$ cat src/rtl/rng_pkg.sv
// rng_pkg: shared types and constants for the RNG bit extractor
package rng_pkg;
    typedef enum logic {MODE_RAW = 1'b0, MODE_VN = 1'b1} mode_e;
    localparam int WORD_W        = 32;
    localparam int BYTE_W        = 8;
    localparam int REP_W         = 6;
    localparam int DEFAULT_DEPTH = 4;
endpackage

$ cat src/rtl/rng_word_fifo.sv
// rng_word_fifo: show-ahead word FIFO whose head holds the last popped word once drained
module rng_word_fifo #(
    parameter int DEPTH = 4,
    parameter int W     = 32,
    parameter int LVL_W = $clog2(DEPTH) + 1
) (
    input  logic             clk,
    input  logic             rst_n,
    input  logic             push,
    input  logic             pop,
    input  logic [W-1:0]     din,
    output logic [W-1:0]     head,
    output logic             full,
    output logic             empty,
    output logic [LVL_W-1:0] level
);
    localparam int AW = $clog2(DEPTH);
    logic [W-1:0]  mem [DEPTH];
    logic [W-1:0]  last;
    logic [AW-1:0] wp, rp;
    logic          do_push, do_pop;
    assign empty   = level == '0;
    assign full    = level == LVL_W'(DEPTH);
    assign do_pop  = pop && !empty;
    assign do_push = push && (!full || do_pop);
    assign head    = empty ? last : mem[rp];
    always_ff @(posedge clk or negedge rst_n) begin
        if (!rst_n) begin
            wp    <= '0;
            rp    <= '0;
            level <= '0;
            last  <= '0;
        end else begin
            if (do_push) wp <= wp + 1'b1;
            if (do_pop) begin
                rp   <= rp + 1'b1;
                last <= mem[rp];
            end
            level <= level + LVL_W'(do_push) - LVL_W'(do_pop);
        end
    end
    always_ff @(posedge clk) begin
        if (do_push) mem[wp] <= din;
    end
endmodule

$ cat src/rtl/rng_bit_extractor.sv
// rng_bit_extractor: folds generator state into bytes, optionally debiases, packs 32-bit words into a FIFO
module rng_bit_extractor
    import rng_pkg::*;
#(
    parameter int DEPTH = DEFAULT_DEPTH,
    parameter int LVL_W = $clog2(DEPTH) + 1
) (
    input  logic              clk,
    input  logic              rst_n,
    input  logic              sample_valid,
    input  logic [WORD_W-1:0] x,
    input  logic [WORD_W-1:0] y,
    input  logic [WORD_W-1:0] z,
    input  logic              mode,
    input  logic [REP_W-1:0]  rep_limit,
    input  logic              rd_en,
    input  logic              clr_status,
    output logic [WORD_W-1:0] rd_data,
    output logic              rd_valid,
    output logic [LVL_W-1:0]  fifo_level,
    output logic              overflow,
    output logic              rep_fail
);
    logic [BYTE_W-1:0]        r, prev, nb;
    logic [3:0]               vn_bits, n;
    logic [2:0]               vn_cnt;
    mode_e                    cur, mode_q;
    logic                     mode_chg, done, full, empty, ovf_set, rep_set;
    logic [WORD_W-1:0]        acc, base_acc, acc_next, word;
    logic [5:0]               cnt, base_cnt, tot, rem, cnt_next;
    logic [WORD_W+BYTE_W-1:0] comb;
    logic [REP_W-1:0]         run, run_next;
    logic                     unused;
    assign unused   = ^{x[WORD_W-1:BYTE_W], y[WORD_W-1:BYTE_W], z[WORD_W-1:BYTE_W]};
    assign r        = x[BYTE_W-1:0] ^ y[BYTE_W-1:0] ^ z[BYTE_W-1:0];
    assign cur      = mode_e'(mode);
    assign mode_chg = cur != mode_q;
    always_comb begin
        vn_bits = '0;
        vn_cnt  = '0;
        for (int i = 3; i >= 0; i--)
            if (r[2*i+1] != r[2*i]) begin
                vn_bits = {vn_bits[2:0], r[2*i+1]};
                vn_cnt  = vn_cnt + 3'd1;
            end
    end
    // New bits are right-aligned; the accumulator keeps its cnt valid bits right-aligned too.
    assign nb       = cur == MODE_VN ? {4'b0, vn_bits} : r;
    assign n        = cur == MODE_VN ? {1'b0, vn_cnt} : 4'd8;
    assign base_acc = mode_chg ? '0 : acc;
    assign base_cnt = mode_chg ? '0 : cnt;
    assign comb     = ({8'b0, base_acc} << n) | {32'b0, nb};
    assign tot      = base_cnt + {2'b0, n};
    assign done     = sample_valid && tot >= 6'd32;
    assign rem      = tot - 6'd32;
    assign word     = 32'(comb >> rem);
    assign acc_next = done ? 32'(comb & ((40'd1 << rem) - 40'd1)) : comb[WORD_W-1:0];
    assign cnt_next = done ? rem : tot;
    assign run_next = (run != '0 && r == prev) ? (run == '1 ? run : run + 1'b1) : REP_W'(1);
    assign rep_set  = sample_valid && rep_limit != '0 && run_next >= rep_limit;
    assign ovf_set  = done && full && !(rd_en && rd_valid);
    assign rd_valid = !empty;
    always_ff @(posedge clk or negedge rst_n) begin
        if (!rst_n) begin
            acc      <= '0;
            cnt      <= '0;
            mode_q   <= MODE_RAW;
            prev     <= '0;
            run      <= '0;
            overflow <= 1'b0;
            rep_fail <= 1'b0;
        end else begin
            if (sample_valid) begin
                acc    <= acc_next;
                cnt    <= cnt_next;
                mode_q <= cur;
                prev   <= r;
                run    <= run_next;
            end
            overflow <= ovf_set | (overflow & ~clr_status);
            rep_fail <= rep_set | (rep_fail & ~clr_status);
        end
    end
    rng_word_fifo #(.DEPTH(DEPTH), .W(WORD_W), .LVL_W(LVL_W)) u_fifo (
        .clk   (clk),
        .rst_n (rst_n),
        .push  (done),
        .pop   (rd_en),
        .din   (word),
        .head  (rd_data),
        .full  (full),
        .empty (empty),
        .level (fifo_level)
    );
endmodule

$ cat config.mk
export PLATFORM = sky130hd
export DESIGN_NAME = rng_bit_extractor
export DESIGN_NICKNAME = d
export VERILOG_FILES = /design/src/rtl/rng_pkg.sv /design/src/rtl/rng_word_fifo.sv /design/src/rtl/rng_bit_extractor.sv
export SDC_FILE = /design/constraint.sdc
export NUM_CORES = 1
export LEC_CHECK = 0
export CORE_UTILIZATION = 35
export DETAILED_ROUTE_END_ITERATION = 7
export RECOVER_POWER = 25
export SYNTH_ARGS = -nofsm -noshare
export SYNTH_HDL_FRONTEND = slang
export SYNTH_SLANG_ARGS = --single-unit
$ cat constraint.sdc
create_clock -name clk -period 9.7 [get_ports clk]
set_input_delay 1.94 -clock clk [delete_from_list [all_inputs] [get_ports clk]]
set_output_delay 1.94 -clock clk [all_outputs]
set_load 0.02 [all_outputs]
==> results.cfg <==
[sta]
maxSlewViolCount = 197
setup-violations-final = 0
fin_hold_ws_ns = 0.4991
grt_setup_unrepaired = false
fin_crit_sh = 0.8492
tightest_slew_ns = 3.434
hold_viol = 0
worst_slack_ns = 1.463
skew_ns = 0.02501
fin_setup_tns_ns = 0
slew-limit-headroom = -1.289
max_freq_ghz = 0.1214
min_period_ns = 8.237

[worst_hold_path]
min-delay-start = u_fifo.last[28]
hp-class = reg2reg

[logic_synthesis]
yosysMostFrequentCell = nand2_1
syn_nets = 1626
yosysWarnings = 0
synthDistinctLibCells = 107
synthCells = 1497
yosysTopAreaCellShare = 0.2521
netlist_top_cells_area = edfxtp_1 (25%), dfrtp_1 (15%), mux2_2 (7.2%)
synthesis.area_mm2 = 0.01525
ys_ff_latch = 222
syn_avg_cell_area_um2 = 10.19
synthTopCellsByCount = nand2_1 (138), edfxtp_1 (128), nor2_1 (110), o21ai_0 (104), mux2_2 (98)
synthFlopType = edfxtp_1
ys_seq_area_frac = 0.4063
synthArstFlopShare = 0.4234
synth_largest_area_cell = edfxtp_1
synth_edf_count = 128

[layout]
fillers = 4249
utilization = 0.4071
diodes = 0
nets = 1668
design_area_mm2 = 0.01750
drive_gt1_frac = 0.1860
area_delta_synth_final_pct = 14.74
stdcell_count = 2144

[worst_setup_path]
cp.required_ns = 10.15
critPathLaunchType = primary input
worstSetupPathType = in2reg
reg2reg_slack_ns = 4.48
critical_path.max_fanout = 25
critPathArrivalTime_ns = 8.68
end_kind = flop
reg2reg_from = mode_q
reg2reg_to = acc[8]
ff2ff_path_depth = 14
setup.worst_path.start = y[5]
endpoint = acc[8]

[die]
io_pins = 146
design.die.area_mm2 = 0.04441
coreArea_mm2 = 0.04298
die_x_um = 210.7
start_util = 0.3548
rows = 76
die_y_um = 210.7

[global_routing]
overflow = 0
grt_max_degree = 64
grt_pass1_vias = 12277
grt_use_total = 0.2188
grt_pass1_wl_um = 75240
antenna_found_initial = 0

[clock_tree]
clkLatencyLatePin_ns = 0.57
cts_setup_buffers = 0
clockRootBuffer = clkbuf_16
cts_resized = 0
cts_buffer_depth = 3
htreeDepth = 1
clock-sinks = 222
clkTransAtPathRegs_ns = 0.06
cts_tree = done
cts_buffers = 26
postCtsHoldBufs = 0

[place]
portBuffers = 73
place_hpwl_um = 34740
gp_congestion = 0.9904
dp.cells = 2096
dp_slack_ns = 1.039
dpl-instance-area_mm2 = 0.01664

[drt]
detail-route-antenna-nets = 0
wl_um = 49310
first_pass_iters = 6
wl_per_cell_um = 23.00
wl_met2_um = 22410
drt_iter0_markers = 1630
wl_met1_um = 20570
drc = 0
topRoutingLayerUsed = met4
dr_wl_met3_um = 4355
viasPerCell = 6.000
dr_total_vias = 12865

[power_and_ir_drop]
power_leakage_nw = 6.450
ir_drop_mv = 0.2291
p_total_mw = 6.534
p_per_area_mw_per_mm2 = 373.5

[status]
status = finished, violations left
violations = capacitance limit, slew limit

[job]
drv_cap = 4
-- area by class of cell --
type | instances | area, um2 | area share
repair buffers | 123 | 1077 | 0.06157
clock buffers | 29 | 671.9 | 0.03840
multi-input cells | 1111 | 8414 | 0.4809
clock inverters | 19 | 195.2 | 0.01116
inverters | 55 | 207.7 | 0.01187
well taps | 585 | 732.0 | 0.04184
flip-flops and latches | 222 | 6197 | 0.3542
-- layout by cell type (no fill, tap or decap), types with 21 or more instances in the layout --
master	count
o211ai_1	28
o21ai_0	104
nand3_1	62
dfrtp_1	93
clkbuf_16	26
o22ai_1	25
nor3_1	25
clkdlybuf4s50_1	69
mux4_2	39
mux2i_1	48
edfxtp_1	128
a21oi_1	89
a211oi_1	21
buf_4	47
inv_1	51
mux2_2	98
nor2_1	110
nand2_1	138
-- power by group --
part | internal, mW | total (mW) | leakage, nW | switching, mW
sequential | 1.20 | 1.33 | 2.34 | 0.128
combinational | 1.57 | 4.21 | 3.69 | 2.64
clock | 0.583 | 0.999 | 0.423 | 0.416
total | 3.35 | 6.53 | 6.45 | 3.18
-- worst max-delay path, cell delays in order --
cell	delay, ns
clkdlybuf4s50_1	0.49
xnor3_2	0.55
xnor2_2	0.23
xnor3_2	0.56
ha_1	0.35
o21ai_0	0.65
a211oi_2	0.09
buf_4	0.24
a31o_2	0.26
a31o_2	0.29
a32oi_1	0.54
nand3_1	0.18
nor2_1	0.43
nand2_1	0.26
ha_1	0.56
nor3_1	0.28
a21oi_1	0.06
o21ai_0	0.30
o2111ai_1	0.18
o21ai_0	0.21
-- sequential cells by signal, indices dropped and copies added, names as in the netlist --
| signal | flops |
|---|---|
| acc | 32 |
| run | 6 |
| cnt | 6 |
| prev | 8 |
| u_fifo.last | 32 |
| u_fifo.mem | 128 |
| u_fifo.rp | 2 |
| rep_fail | 1 |
| mode_q | 1 |
| overflow | 1 |
| u_fifo.level | 3 |
| u_fifo.wp | 2 |
-- per-layer routing --
| layer | vias to the layer above | global-route usage |
|---|---|---|
| met3 | 141 | 0.04445 |
| met1 | 6311 | 0.3008 |
| met2 | 633 | 0.3391 |
| li1 | 5780 | - |
| met5 | - | 0 |
| met4 | 0 | 0.08171 |
-- how the worst min path moves through the flow --
stage	cells past startpoint	to	slack [ns]
global placement	1	cnt[0]	0.48
floorplan	1	cnt[0]	0.47
detailed placement	1	u_fifo.last[31]	0.49
finish	1	u_fifo.last[28]	0.50
CTS	1	u_fifo.last[4]	0.51
global route	1	u_fifo.last[28]	0.52
-- cell families after synthesis --
logic type               after synthesis  synth area share
buffers and inverters                164           0.04521
AO/OA/AOI/OAI                        438            0.1935
adder cells (fa/ha/maj)               24           0.01978
flip-flops                           222            0.4063
multiplexers                         191            0.1680
XOR/XNOR                              53           0.04628
AND/OR/NAND/NOR                      405            0.1209
Power figures use the tool's default switching activity.
